--- src/rtl/vend_ctrl_param.sv ---
// -----------------------------------------------------------------------------
// vend_ctrl_param
//
// Parametrised beverage vending controller. Accumulates coin credit, checks a
// one-hot product selection against a runtime price table, drives the chosen
// product's dispense line for a timed interval, then returns change and goes
// back to idle. Sits between the coin/keypad front end and the valve drivers.
//
// Optional feature macro: SUGAR_OPT_EN
//   When defined, adds the sugar_req input (latched with an accepted selection)
//   and the sugar output (high during the final dispense tick when requested).
//
// Parameters
//   NUM_COINS   coin inputs; coin i is worth 2**i credit units
//   NUM_PROD    number of products; width of sel and dispense
//   CREDIT_W    credit/price/change width
//   TICK_DIV    clk cycles per timer tick (>=1)
//   DISP_TICKS  dispense duration in ticks (>=1)
//
// Ports
//   clk           in   rising-edge system clock
//   reset         in   asynchronous active-low reset
//   coin_in       in   one-cycle coin pulses, simultaneous coins are summed
//   cancel        in   abort and return credit (honoured in CREDIT only)
//   sel           in   product request, must be one-hot
//   price_tbl     in   price of product p at [p*CREDIT_W +: CREDIT_W]
//   sugar_req     in   (SUGAR_OPT_EN) sugar wanted with this selection
//   credit        out  current credit
//   dispense      out  one-hot active product
//   change        out  change amount, valid with change_valid
//   change_valid  out  one-cycle change pulse
//   coin_reject   out  one-cycle pulse, coins refused
//   sel_err       out  one-cycle pulse, bad or unaffordable selection
//   busy          out  high while dispensing or returning change
//   ticks         out  elapsed dispense ticks
//   sugar         out  (SUGAR_OPT_EN) sugar valve during final dispense tick
// -----------------------------------------------------------------------------
module vend_ctrl_param #(
    parameter int NUM_COINS  = 2,
    parameter int NUM_PROD   = 4,
    parameter int CREDIT_W   = 4,
    parameter int TICK_DIV   = 4,
    parameter int DISP_TICKS = 3
) (
    input  logic                             clk,
    input  logic                             reset,
    input  logic [NUM_COINS-1:0]             coin_in,
    input  logic                             cancel,
    input  logic [NUM_PROD-1:0]              sel,
    input  logic [NUM_PROD*CREDIT_W-1:0]     price_tbl,
`ifdef SUGAR_OPT_EN
    input  logic                             sugar_req,
    output logic                             sugar,
`endif
    output logic [CREDIT_W-1:0]              credit,
    output logic [NUM_PROD-1:0]              dispense,
    output logic [CREDIT_W-1:0]              change,
    output logic                             change_valid,
    output logic                             coin_reject,
    output logic                             sel_err,
    output logic                             busy,
    output logic [$clog2(DISP_TICKS+1)-1:0]  ticks
);

    // A one-bit divider is still needed when TICK_DIV is 1 so the vector is legal.
    localparam int DIV_W  = (TICK_DIV > 1) ? $clog2(TICK_DIV) : 1;
    localparam int TICK_W = $clog2(DISP_TICKS + 1);
    // Sum width covers both the credit and the largest coin total plus a carry.
    localparam int SUM_W  = ((CREDIT_W > NUM_COINS) ? CREDIT_W : NUM_COINS) + 1;

    localparam logic [SUM_W-1:0]  MAX_CREDIT = SUM_W'((2 ** CREDIT_W) - 1);
    localparam logic [DIV_W-1:0]  DIV_LAST   = DIV_W'(TICK_DIV - 1);
    localparam logic [TICK_W-1:0] TICK_LAST  = TICK_W'(DISP_TICKS - 1);

    typedef enum logic [1:0] {
        IDLE     = 2'd0,
        CREDIT   = 2'd1,
        DISPENSE = 2'd2,
        CHANGE   = 2'd3
    } state_t;

    state_t               state_q, state_d;
    logic [CREDIT_W-1:0]  credit_q, credit_d;
    logic [CREDIT_W-1:0]  price_q, price_d;
    logic [DIV_W-1:0]     div_q, div_d;
    logic [TICK_W-1:0]    tick_q, tick_d;
    logic [NUM_PROD-1:0]  disp_q, disp_d;
    logic [CREDIT_W-1:0]  change_q, change_d;
    logic                 change_valid_q, change_valid_d;
    logic                 coin_reject_q, coin_reject_d;
    logic                 sel_err_q, sel_err_d;
`ifdef SUGAR_OPT_EN
    logic                 sugar_lat_q, sugar_lat_d;
`endif

    logic [SUM_W-1:0]     coin_sum;
    logic [SUM_W-1:0]     credit_sum;
    logic                 coin_any;
    logic                 coin_fits;
    logic [CREDIT_W-1:0]  sel_price;
    logic                 sel_onehot;

    // Coin i is worth 2**i units; every coin asserted this cycle is summed.
    always_comb begin
        coin_sum = '0;
        for (int i = 0; i < NUM_COINS; i++) begin
            if (coin_in[i]) begin
                coin_sum = coin_sum + (SUM_W'(1) << i);
            end
        end
    end

    assign coin_any   = (coin_in != '0);
    assign credit_sum = SUM_W'(credit_q) + coin_sum;
    assign coin_fits  = (credit_sum <= MAX_CREDIT);

    // Price lookup for the requested product. Only meaningful when sel is
    // one-hot; a multi-hot sel is rejected before this value is used.
    always_comb begin
        sel_price = '0;
        for (int p = 0; p < NUM_PROD; p++) begin
            if (sel[p]) begin
                sel_price = price_tbl[p*CREDIT_W +: CREDIT_W];
            end
        end
    end

    assign sel_onehot = $onehot(sel);

    // Next-state and registered-output logic. Pulse outputs default to 0 so
    // they only last the single cycle after the event that raised them.
    always_comb begin
        state_d        = state_q;
        credit_d       = credit_q;
        price_d        = price_q;
        div_d          = div_q;
        tick_d         = tick_q;
        disp_d         = disp_q;
        change_d       = '0;
        change_valid_d = 1'b0;
        coin_reject_d  = 1'b0;
        sel_err_d      = 1'b0;
`ifdef SUGAR_OPT_EN
        sugar_lat_d    = sugar_lat_q;
`endif

        unique case (state_q)
            IDLE, CREDIT: begin
                if (cancel && (state_q == CREDIT)) begin
                    // Cancel overrides any selection; credit is being
                    // refunded, so coins arriving alongside are refused.
                    state_d        = CHANGE;
                    change_d       = credit_q;
                    change_valid_d = 1'b1;
                    coin_reject_d  = coin_any;
                end else begin
                    // Coins are added in the same cycle as a selection, but the
                    // affordability check below uses the pre-coin credit.
                    if (coin_any) begin
                        if (coin_fits) begin
                            credit_d = credit_sum[CREDIT_W-1:0];
                        end else begin
                            coin_reject_d = 1'b1;
                        end
                    end

                    if ((sel != '0) && sel_onehot && (sel_price <= credit_q)) begin
                        state_d = DISPENSE;
                        disp_d  = sel;
                        price_d = sel_price;
                        div_d   = '0;
                        tick_d  = '0;
`ifdef SUGAR_OPT_EN
                        sugar_lat_d = sugar_req;
`endif
                    end else begin
                        sel_err_d = (sel != '0);
                        state_d   = (credit_d != '0) ? CREDIT : IDLE;
                    end
                end
            end

            DISPENSE: begin
                coin_reject_d = coin_any;
                if (div_q == DIV_LAST) begin
                    div_d  = '0;
                    tick_d = tick_q + 1'b1;
                    if (tick_q == TICK_LAST) begin
                        state_d        = CHANGE;
                        disp_d         = '0;
                        change_d       = credit_q - price_q;
                        change_valid_d = 1'b1;
                    end
                end else begin
                    div_d = div_q + 1'b1;
                end
            end

            CHANGE: begin
                coin_reject_d = coin_any;
                state_d       = IDLE;
                credit_d      = '0;
                price_d       = '0;
                div_d         = '0;
                tick_d        = '0;
                disp_d        = '0;
`ifdef SUGAR_OPT_EN
                sugar_lat_d   = 1'b0;
`endif
            end

            default: begin
                state_d = IDLE;
            end
        endcase
    end

    // State and datapath registers; reset aborts any transaction and drops
    // the credit without a change pulse.
    always_ff @(posedge clk or negedge reset) begin
        if (!reset) begin
            state_q        <= IDLE;
            credit_q       <= '0;
            price_q        <= '0;
            div_q          <= '0;
            tick_q         <= '0;
            disp_q         <= '0;
            change_q       <= '0;
            change_valid_q <= 1'b0;
            coin_reject_q  <= 1'b0;
            sel_err_q      <= 1'b0;
`ifdef SUGAR_OPT_EN
            sugar_lat_q    <= 1'b0;
`endif
        end else begin
            state_q        <= state_d;
            credit_q       <= credit_d;
            price_q        <= price_d;
            div_q          <= div_d;
            tick_q         <= tick_d;
            disp_q         <= disp_d;
            change_q       <= change_d;
            change_valid_q <= change_valid_d;
            coin_reject_q  <= coin_reject_d;
            sel_err_q      <= sel_err_d;
`ifdef SUGAR_OPT_EN
            sugar_lat_q    <= sugar_lat_d;
`endif
        end
    end

    assign credit       = credit_q;
    assign dispense     = disp_q;
    assign change       = change_q;
    assign change_valid = change_valid_q;
    assign coin_reject  = coin_reject_q;
    assign sel_err      = sel_err_q;
    assign busy         = (state_q == DISPENSE) || (state_q == CHANGE);
    assign ticks        = tick_q;

`ifdef SUGAR_OPT_EN
    // Decoded from registers only, so it is glitch-free and 0 out of reset.
    assign sugar = sugar_lat_q && (state_q == DISPENSE) && (tick_q == TICK_LAST);
`endif

endmodule
--- config.mk ---
export PLATFORM = sky130hd
export DESIGN_NAME = vend_ctrl_param
export DESIGN_NICKNAME = d
export VERILOG_FILES = /design/src/rtl/vend_ctrl_param.sv
export SDC_FILE = /design/constraint.sdc
export NUM_CORES = 1
export LEC_CHECK = 0
export BUFFER_PORTS_ARGS = -buffer_cell sky130_fd_sc_hd__buf_2
export CAP_MARGIN = 15
export CORE_ASPECT_RATIO = 1.25
export CORE_UTILIZATION = 50
export CTS_CLUSTER_SIZE = 14
export DETAILED_ROUTE_END_ITERATION = 12
export GPL_TIMING_DRIVEN = 0
export PLACE_DENSITY_LB_ADDON = 0.05
export SYNTH_ARGS = -nofsm -noshare
export SYNTH_HDL_FRONTEND = slang
export SYNTH_SLANG_ARGS = --single-unit
--- constraint.sdc ---
create_clock -name clk -period 5.6 [get_ports clk]
set_input_delay 0.56 -clock clk [delete_from_list [all_inputs] [get_ports clk]]
set_output_delay 0.56 -clock clk [all_outputs]
set_load 0.02 [all_outputs]
==> results.json, run 1 <==
{
  "path_buf_inv": 2,
  "timing.final.crit_share_pct": 51.00,
  "grt_pass1_wl_um": 6679,
  "status": "complete, no violations",
  "grt_max_degree": 26,
  "setup_tns_ns": 0,
  "rrSetupSlack_ns": 3.28,
  "yosysTopAreaCell": "dfrtp_1",
  "fill_cells": 276,
  "max_freq_ghz": 0.3502,
  "syn_avg_cell_area_um2": 9.619,
  "hold_viol": 0,
  "dp_slack_ns": 2.488,
  "irDropWorstVdd_v": 0.0002721,
  "grt_pass1_vias": 1532,
  "cp_top_family": "compound AO/OA/AOI/OAI gates",
  "relSlewSlack_pct": 62.46,
  "synthFlopType": "dfrtp_1",
  "synth_edf_count": 0,
  "portBuffers": 41,
  "area_delta_synth_final_pct": 16.78,
  "chipWidth_um": 55.51,
  "ys_ff_latch": 25,
  "antenna_found_initial": 0,
  "core_area_um2": 3309,
  "gp_congestion": 0.8336,
  "vias_per_cell": 5.828,
  "wire_per_inst_um": 14.99,
  "dp.cells": 264,
  "place_hpwl_um": 3189,
  "p_leak_nw": 1.053,
  "yosys_warnings": 0,
  "start_util_pct": 54.06,
  "path_clk_slew_ns": 0.09,
  "seqCellArea_um2": 625.6,
  "crit_chain": "buf_2, nor2b_2, a221o_1, a22oi_1, inv_1, ha_1, o21a_1, o21ai_0, o21ai_2, nor4_1, a311o_1",
  "cp_slowest_cell": "o21ai_2",
  "synthesis.area_um2": 1789,
  "maxCapViolations": 0,
  "synth.distinct_cells": 49,
  "crit_type": "primary input to flip-flop",
  "cts_buffer_depth": 2,
  "synthTopCellsByArea": "dfrtp_1 (35%), ha_1 (9.8%), inv_1 (4.2%)",
  "crit_path_start_kind": "primary input",
  "rsz0062_at_grt": "no",
  "multi_input_area_um2": 1054,
  "vias": 1562,
  "cts_tree": "done",
  "rows": 23,
  "p_per_area_nw_per_um2": 440.9,
  "ant_nets": 0,
  "io_pins": 43,
  "htreeDepth": 1,
  "synthCells": 186,
  "cts_hold_buf": 0,
  "cts_root_buf": "clkbuf_8",
  "fin_worst_skew_ns": 0.001717,
  "drtIter0Drc": 69,
  "tightest_slew_ns": 0.5630,
  "insertedDiodeCount": 0,
  "drive_gt1_share_pct": 25.54,
  "synthArstFlopShare_pct": 100.0,
  "cpPeakStageDelay_ns": 0.38,
  "grt_overflow_total": 0,
  "post_cts_buffers": 0,
  "nNetsFinal": 274,
  "grt_usage_pct": 22.50,
  "synth_nets": 228,
  "period_needed_ns": 2.856,
  "required_ns": 5.76,
  "yosysTopAreaCellShare_pct": 34.97,
  "wl_um": 4016,
  "critPathMaxFanout": 10,
  "finalSetupViolCount": 0,
  "maxSlewViolCount": 0,
  "crit_arrival_ns": 3.01,
  "cp-end-kind": "flip-flop",
  "cts_resized": 0,
  "drt_pass1_iterations": 6,
  "remaining_drc_errors": 0,
  "numCtsBuffers": 3,
  "fin_ws_ns": 2.744,
  "die_h_um": 68.88,
  "min_path_type": "primary input to async pin",
  "die-area_um2": 3823,
  "ys_seq_area_share_pct": 34.97,
  "clkSinkCount": 25,
  "clkLatencyLatePin_ns": 0.27,
  "fin_cells": 268
}
## cells by family after synthesis
kind of cell	after synthesis	synth area share (%)
compound gates	59	25.60
xor+xnor	2	0.9792
fa+ha+maj	17	13.15
buf+inv	28	6.153
flops	25	34.97
mux	8	4.546
simple gates	47	14.62
## synth_stat cells (5+ instances only)
master,n
a21oi_1,6
a22o_1,6
dfrtp_1,25
ha_1,14
inv_1,20
mux2i_1,7
nand2_1,20
nor2_1,6
o21a_1,5
o21ai_0,13
## sequential cells by signal, summed over array words and instances (netlist names)
name,flops
change,4
ticks,2
sel_err,1
credit,4
dispense,4
coin_reject,1
price_q,4
change_valid,1
div_q,2
state_q,2
## final cells by class
cell class / instances / area share, %
Sequential cell: 25 / 29.94
Buffer: 6 / 1.317
Timing Repair Buffer: 41 / 9.820
Inverter: 22 / 3.952
Clock buffer: 3 / 1.976
Tap cell: 37 / 2.216
Multi-Input combinational cell: 133 / 50.42
Clock inverter: 1 / 0.3593
## worst paths after layout
check | startpoint | to | depth (start not counted)
setup / recovery | sel[0] | price_q[1] | 11
hold / removal | reset | coin_reject | 1
setup reg to reg | credit[1] | price_q[1] | 7
hold reg to reg | div_q[1] | div_q[1] | 1
max in group asynchronous | reset | credit[3] | 1
min in group clk | div_q[1] | div_q[1] | 1
## routing by layer
| layer | up-vias | GRT usage [%] | part of all wire, % |
|---|---|---|---|
| met5 | - | 0 | 0 |
| met1 | 727 | 25.06 | 43 |
| met2 | 60 | 43.52 | 51 |
| met3 | 4 | 2.612 | 4.6 |
| li1 | 771 | - | - |
| met4 | 0 | 10.31 | 0.97 |
## placed cells by master, fill, tap and decap left out, types with 2 or more instances in the layout
| master | n |
|---|---|
| a22oi_1 | 4 |
| dfrtp_1 | 25 |
| nor2_1 | 6 |
| o21a_1 | 5 |
| a221o_1 | 4 |
| nor2b_1 | 2 |
| a311o_1 | 4 |
| o22ai_1 | 3 |
| o41ai_1 | 4 |
| o21ai_0 | 13 |
| a2bb2oi_1 | 2 |
| inv_1 | 20 |
| clkbuf_8 | 3 |
| nand2_1 | 20 |
| clkbuf_1 | 4 |
| ha_1 | 14 |
| buf_2 | 42 |
| a22o_1 | 6 |
| a21oi_1 | 6 |
| mux2i_1 | 7 |
| fa_1 | 3 |
| nor3_1 | 2 |
| nor4_1 | 4 |
## worst register-to-register path: cells and delay by family, from the launching register on
kind | cells | cell delay, ns
DFF | 1 | 0.61
and+or+nand+nor | 2 | 0.22
AOI/OAI and AO/OA | 3 | 0.95
buffers and inverters | 1 | 0.09
adders and majority gates | 1 | 0.33
## power breakdown
group	switching [mW]	leakage, nW	total, mW	internal [mW]
Sequential	0.0552	0.331	0.294	0.238
Clock	0.0601	0.0217	0.110	0.0504
Combinational	0.313	0.700	0.517	0.205
## per-stage QoR
step / instance area (µm²) / util, % / hold slack, ns / power [mW]
after detailed placement: 2041 / 61.66 / 0.4926 / 0.8105
final: 2090 / 63.14 / 0.2697 / 0.9212
after CTS: 2090 / 63.14 / 0.2938 / 0.9225
after floorplan: 1789 / - / 0.2644 / 0.6647
after global routing: 2090 / 63.14 / 0.3084 / 0.9945
after global placement: 2041 / 61.66 / 0.4880 / 0.7899
Note: power is estimated with default switching activity, not from simulation.
==> inputs of run 2 (changes only) <==
--- a/config.mk
+++ b/config.mk
@@ -8,7 +8,7 @@
 export BUFFER_PORTS_ARGS = -buffer_cell sky130_fd_sc_hd__buf_2
 export CAP_MARGIN = 15
 export CORE_ASPECT_RATIO = 1.25
-export CORE_UTILIZATION = 50
+export CORE_UTILIZATION = 48
 export CTS_CLUSTER_SIZE = 14
 export DETAILED_ROUTE_END_ITERATION = 12
 export GPL_TIMING_DRIVEN = 0
==> constraint.sdc (replaced) <==
create_clock -name clk -period 2.5 [get_ports clk]
set_input_delay 0.25 -clock clk [delete_from_list [all_inputs] [get_ports clk]]
set_output_delay 0.25 -clock clk [all_outputs]
set_load 0.02 [all_outputs]
==> results.json, run 2 (same netlist as run 1, synthesis figures left out) <==
{
  "status": "complete, no violations",
  "cp-end-kind": "flip-flop",
  "p_per_area_nw_per_um2": 973.2,
  "tightest_slew_ns": 0.5440,
  "rows": 24,
  "grt_max_degree": 26,
  "numCtsBuffers": 3,
  "setup_tns_ns": 0,
  "maxSlewViolCount": 0,
  "grt_pass1_vias": 1682,
  "grt_overflow_total": 0,
  "finalSetupViolCount": 0,
  "crit_type": "primary input to flip-flop",
  "layout_common_cells": "buf_2 (42), dfrtp_1 (25), nand2_1 (20), inv_1 (19), ha_1 (14)",
  "drive_gt1_share_pct": 27.78,
  "dp_slack_ns": -0.3862,
  "fin_cells": 273,
  "irDropWorstVdd_v": 0.0008273,
  "chipWidth_um": 56.61,
  "remaining_drc_errors": 0,
  "relSlewSlack_pct": 63.73,
  "p_leak_nw": 1.070,
  "dp.cells": 266,
  "crit_arrival_ns": 2.59,
  "ant_nets": 0,
  "hold_viol": 0,
  "cts_buffer_depth": 2,
  "clkSinkCount": 25,
  "grt_usage_pct": 23.68,
  "nNetsFinal": 277,
  "path_clk_slew_ns": 0.08,
  "cts_tree": "done",
  "drtIter0Drc": 66,
  "clkLatencyLatePin_ns": 0.27,
  "crit_path_start_kind": "primary input",
  "grt_pass1_wl_um": 7410,
  "io_pins": 43,
  "required_ns": 2.65,
  "maxCapViolations": 0,
  "fill_cells": 321,
  "core_area_um2": 3513,
  "max_freq_ghz": 0.4106,
  "place_area_um2": 2043,
  "wl_um": 4284,
  "vias_per_cell": 5.963,
  "period_needed_ns": 2.435,
  "min_path_type": "primary input to flip-flop",
  "area_delta_synth_final_pct": 19.02,
  "insertedDiodeCount": 0,
  "start_util_pct": 50.93,
  "antenna_found_initial": 0,
  "gp_congestion": 0.7930,
  "wire_per_inst_um": 15.69,
  "layout_commonest_cell": "buf_2",
  "cts_root_buf": "clkbuf_8",
  "place_hpwl_um": 3388,
  "htreeDepth": 1,
  "drt_pass1_iterations": 5,
  "vias": 1628,
  "fin_worst_skew_ns": 0.002090,
  "die_h_um": 70.26,
  "die-area_um2": 3977,
  "portBuffers": 41,
  "fin_ws_ns": 0.06482,
  "timing.final.crit_share_pct": 97.41,
  "critPathMaxFanout": 4,
  "fin_util_pct": 60.61,
  "final_cell_area_um2": 2130
}
==> run 2: changes by cell type in the layout (fill, tap and decap cells not counted) <==
cell and change:
o21ai_1 +1, clkinv_2 +1, clkinvlp_4 -1, a22oi_1 -3, inv_1 -1, o21ai_0 -1
a22oi_2 +3, dlygate4sd3_1 +1, buf_4 +2, inv_2 +1
==> run 2: path summary, 6_finish.rpt <==
check | start | endpoint | slack [ns] | depth (start not counted)
max reg2reg | credit[1] | price_q[0] | 0.17 | 7
min | sel[0] | dispense[0] | 0.30 | 3
max | sel[0] | price_q[0] | 0.06 | 11
min in group asynchronous | reset | credit[1] | 0.50 | 2
max in group asynchronous | reset | price_q[0] | 1.64 | 2
min reg2reg | div_q[1] | div_q[1] | 0.52 | 1
==> run 2: timing repair <==
action | in CTS | in global routing
hold buffers | 1 | 0
pin swaps | 0 | 3
gates resized for setup | 3 | 2
setup endpoints to repair | 11 | 6
hold endpoints to repair | 25 | 0
buffers inserted | 0 | 2
==> run 2: metal layers <==
metal | up-vias | routed length (µm) | track usage, %
li1 | 778 | - | -
met1 | 778 | 1709 | 27.03
met2 | 60 | 2239 | 42.48
met3 | 12 | 205 | 4.259
met4 | 0 | 130 | 10.03
met5 | - | 0 | 0
==> run 2: report_power, final <==
part	total [mW]	internal, mW	switching, mW
Combinational	1.18	0.466	0.710
Sequential	0.664	0.535	0.130
Clock	0.233	0.111	0.121
==> run 2: stage by stage <==
stage / hold WS (ns) / power, mW
4_1_cts: 0.3041 / 2.078
3_5_place_dp: 0.2612 / 1.833
5_1_grt: 0.3396 / 2.248
2_1_floorplan: -0.04559 / 1.489
3_3_place_gp: 0.2556 / 1.774
6_report: 0.3044 / 2.073
==> run 2: final cells by class <==
class	instances	area, µm²	share of cell area (%)
buffer	6	27.53	1.293
clock buffer	3	41.29	1.939
clock inverter	1	5.005	0.2350
inverter	22	82.58	3.878
multi-input combinational	133	1069	50.18
sequential	25	625.6	29.38
tap	39	48.80	2.291
timing repair buffer	44	230.2	10.81
==> run 2: critical path: stages <==
cell and delay (ns):
buf_2 0.10, nor2b_2 0.16, a221o_1 0.34, a22oi_2 0.18, inv_1 0.07, ha_1 0.29
nor2b_4 0.14, a2111oi_4 0.36, o21a_2 0.22, nand2_2 0.10, a311o_1 0.37
==> inputs of run 3 (changes only) <==
--- a/config.mk
+++ b/config.mk
@@ -5,10 +5,11 @@
 export SDC_FILE = /design/constraint.sdc
 export NUM_CORES = 1
 export LEC_CHECK = 0
+export ABC_AREA = 1
 export BUFFER_PORTS_ARGS = -buffer_cell sky130_fd_sc_hd__buf_2
 export CAP_MARGIN = 15
 export CORE_ASPECT_RATIO = 1.25
-export CORE_UTILIZATION = 48
+export CORE_UTILIZATION = 50
 export CTS_CLUSTER_SIZE = 14
 export DETAILED_ROUTE_END_ITERATION = 12
 export GPL_TIMING_DRIVEN = 0
==> constraint.sdc (replaced) <==
create_clock -name clk -period 2.65 [get_ports clk]
set_input_delay 0.265 -clock clk [delete_from_list [all_inputs] [get_ports clk]]
set_output_delay 0.265 -clock clk [all_outputs]
set_load 0.02 [all_outputs]
==> results.json, run 3 <==
{
  "cts_buffer_depth": 2,
  "yosysTopAreaCellShare_pct": 38.34,
  "synthCells": 207,
  "synthFlopType": "dfrtp_1",
  "grt_usage_pct": 21.89,
  "grt_pass1_vias": 1371,
  "min_path_type": "primary input to flip-flop",
  "cp-end-kind": "flip-flop",
  "maxSlewViolCount": 0,
  "synth_nets": 249,
  "layout_common_cells": "nand2_1 (64), buf_2 (42), inv_1 (25), dfrtp_1 (25), nand3_1 (21)",
  "rows": 22,
  "area_delta_synth_final_pct": 17.87,
  "synthesis.area_um2": 1632,
  "yosysTopAreaCell": "dfrtp_1",
  "nNetsFinal": 297,
  "insertedDiodeCount": 0,
  "maxCapViolations": 0,
  "tightest_slew_ns": 0.5351,
  "grt_max_degree": 26,
  "rsz0062_at_grt": "no",
  "remaining_drc_errors": 0,
  "crit_arrival_ns": 2.47,
  "synthTopCellsByArea": "dfrtp_1 (38%), nand2_1 (15%), ha_1 (11%)",
  "hold_viol": 0,
  "chipWidth_um": 53.10,
  "crit_type": "primary input to flip-flop",
  "drtIter0Drc": 19,
  "crit_path_start_kind": "primary input",
  "yosysMostFrequentCell": "nand2_1",
  "layout_commonest_cell": "nand2_1",
  "htreeDepth": 1,
  "drive_gt1_share_pct": 21.26,
  "core_area_um2": 3028,
  "p_leak_nw": 1.097,
  "vias": 1455,
  "cts_tree": "done",
  "timing.final.crit_share_pct": 85.27,
  "max_freq_ghz": 0.4426,
  "dp_slack_ns": 0.05884,
  "clkSinkCount": 25,
  "setup_tns_ns": 0,
  "rrSetupSlack_ns": 0.65,
  "io_pins": 43,
  "finalSetupViolCount": 0,
  "relSlewSlack_pct": 64.32,
  "start_util_pct": 53.88,
  "syn_avg_cell_area_um2": 7.882,
  "path_clk_slew_ns": 0.12,
  "wire_per_inst_um": 11.21,
  "wl_um": 3250,
  "fin_ws_ns": 0.3904,
  "antenna_found_initial": 0,
  "ant_nets": 0,
  "die-area_um2": 3497,
  "numCtsBuffers": 3,
  "synth.distinct_cells": 28,
  "grt_overflow_total": 0,
  "critPathMaxFanout": 10,
  "ys_seq_area_share_pct": 38.34,
  "p_per_area_nw_per_um2": 946.3,
  "ys_top_cells_by_count": "nand2_1 (64), dfrtp_1 (25), inv_1 (25)",
  "clkLatencyLatePin_ns": 0.31,
  "synthArstFlopShare_pct": 100.0,
  "post_cts_buffers": 0,
  "period_needed_ns": 2.260,
  "irDropWorstVdd_v": 0.0006101,
  "portBuffers": 42,
  "drt_pass1_iterations": 4,
  "fin_worst_skew_ns": 0.009813,
  "vias_per_cell": 5.017,
  "status": "complete, no violations",
  "cts_root_buf": "clkbuf_4",
  "ys_ff_latch": 25,
  "gp_congestion": 0.8247,
  "synth_edf_count": 0,
  "grt_pass1_wl_um": 5602,
  "die_h_um": 65.87,
  "place_hpwl_um": 2703,
  "required_ns": 2.86,
  "yosys_warnings": 0
}
## run 3: cell types whose count changed in the layout (fill, tap and decap cells not counted), moves of 5 or more
| cell | change |
|---|---|
| o21a_1 | -5 |
| o21ai_0 | -10 |
| nand2_1 | +44 |
| nand3_1 | +20 |
| o22ai_1 | +6 |
| inv_1 | +6 |
| nor2_1 | +10 |
| mux2i_1 | -7 |
| a22o_1 | -6 |
## run 3: path summary, 6_finish.rpt
| path | from | to | cells after the start |
|---|---|---|---|
| worst max register to register | credit[0] | state_q[0] | 8 |
| worst max-delay path | sel[1] | price_q[3] | 14 |
| min in group asynchronous | reset | change_valid | 2 |
| worst min-delay path | coin_in[0] | coin_reject | 3 |
| worst min register to register | dispense[1] | dispense[1] | 2 |
| max in group asynchronous | reset | price_q[2] | 2 |
## run 3: final cells by class
class,instances,area (µm²)
inverters,28,110.1
well taps,36,45.04
multi-input cells,152,880.8
repair buffers,43,220.2
clock buffers,4,26.28
plain buffers,2,15.01
flip-flops and latches,25,625.6
fillers,314,1105
## run 3: repair_timing
item / in CTS / in global routing
endpoints found under the hold margin: 25 / 0
hold buffers: 1 / 0
resized for setup: 0 / 0
setup endpoints to repair: 0 / 0
## run 3: worst max-delay path: stages
cell,delay (ns)
buf_2,0.11
inv_1,0.13
fa_1,0.53
inv_1,0.04
ha_1,0.17
ha_1,0.27
nor2_1,0.10
nand2_1,0.06
nor2_1,0.21
nand3_1,0.12
nand2_2,0.17
nand2_1,0.14
nand2_1,0.09
nand2_1,0.05
## run 3: logic make-up (layout without fill, tap and decap cells)
kind of cell | Yosys count | in the layout | synth area share [%]
XOR/XNOR | 3 | 3 | 1.611
flip-flops | 25 | 25 | 38.34
buffers and inverters | 30 | 77 | 7.669
AO/OA/AOI/OAI | 22 | 22 | 8.435
AND/OR/NAND/NOR | 110 | 110 | 29.53
adder cells (fa/ha/maj) | 17 | 17 | 14.42
## run 3: where the power goes
group	switching [mW]	leakage (nW)	internal, mW	total, mW
logic	0.649	0.754	0.398	1.05
clock network	0.103	0.0150	0.0588	0.162
registers	0.104	0.328	0.507	0.611
## run 3: metal layers
metal  vias up  wire length [µm]  track usage, %
met5         -                 0               0
met4         0                48           9.539
met3         6               135           3.218
met2        45              1618           37.82
met1       637              1448           26.23
li1        767                 -               -
## run 3: through the flow
stage               cells  hold WS (ns)  area [µm²]  total power [mW]  utilization [%]
floorplan             207      -0.03059        1632             1.400                -
global placement      285        0.2850        1887             1.656            62.31
detailed placement    285        0.2795        1887             1.679            62.31
CTS                   290        0.2639        1923             1.844            63.51
global route          290        0.2851        1923             2.018            63.51
finish                290        0.2774        1923             1.820            63.51
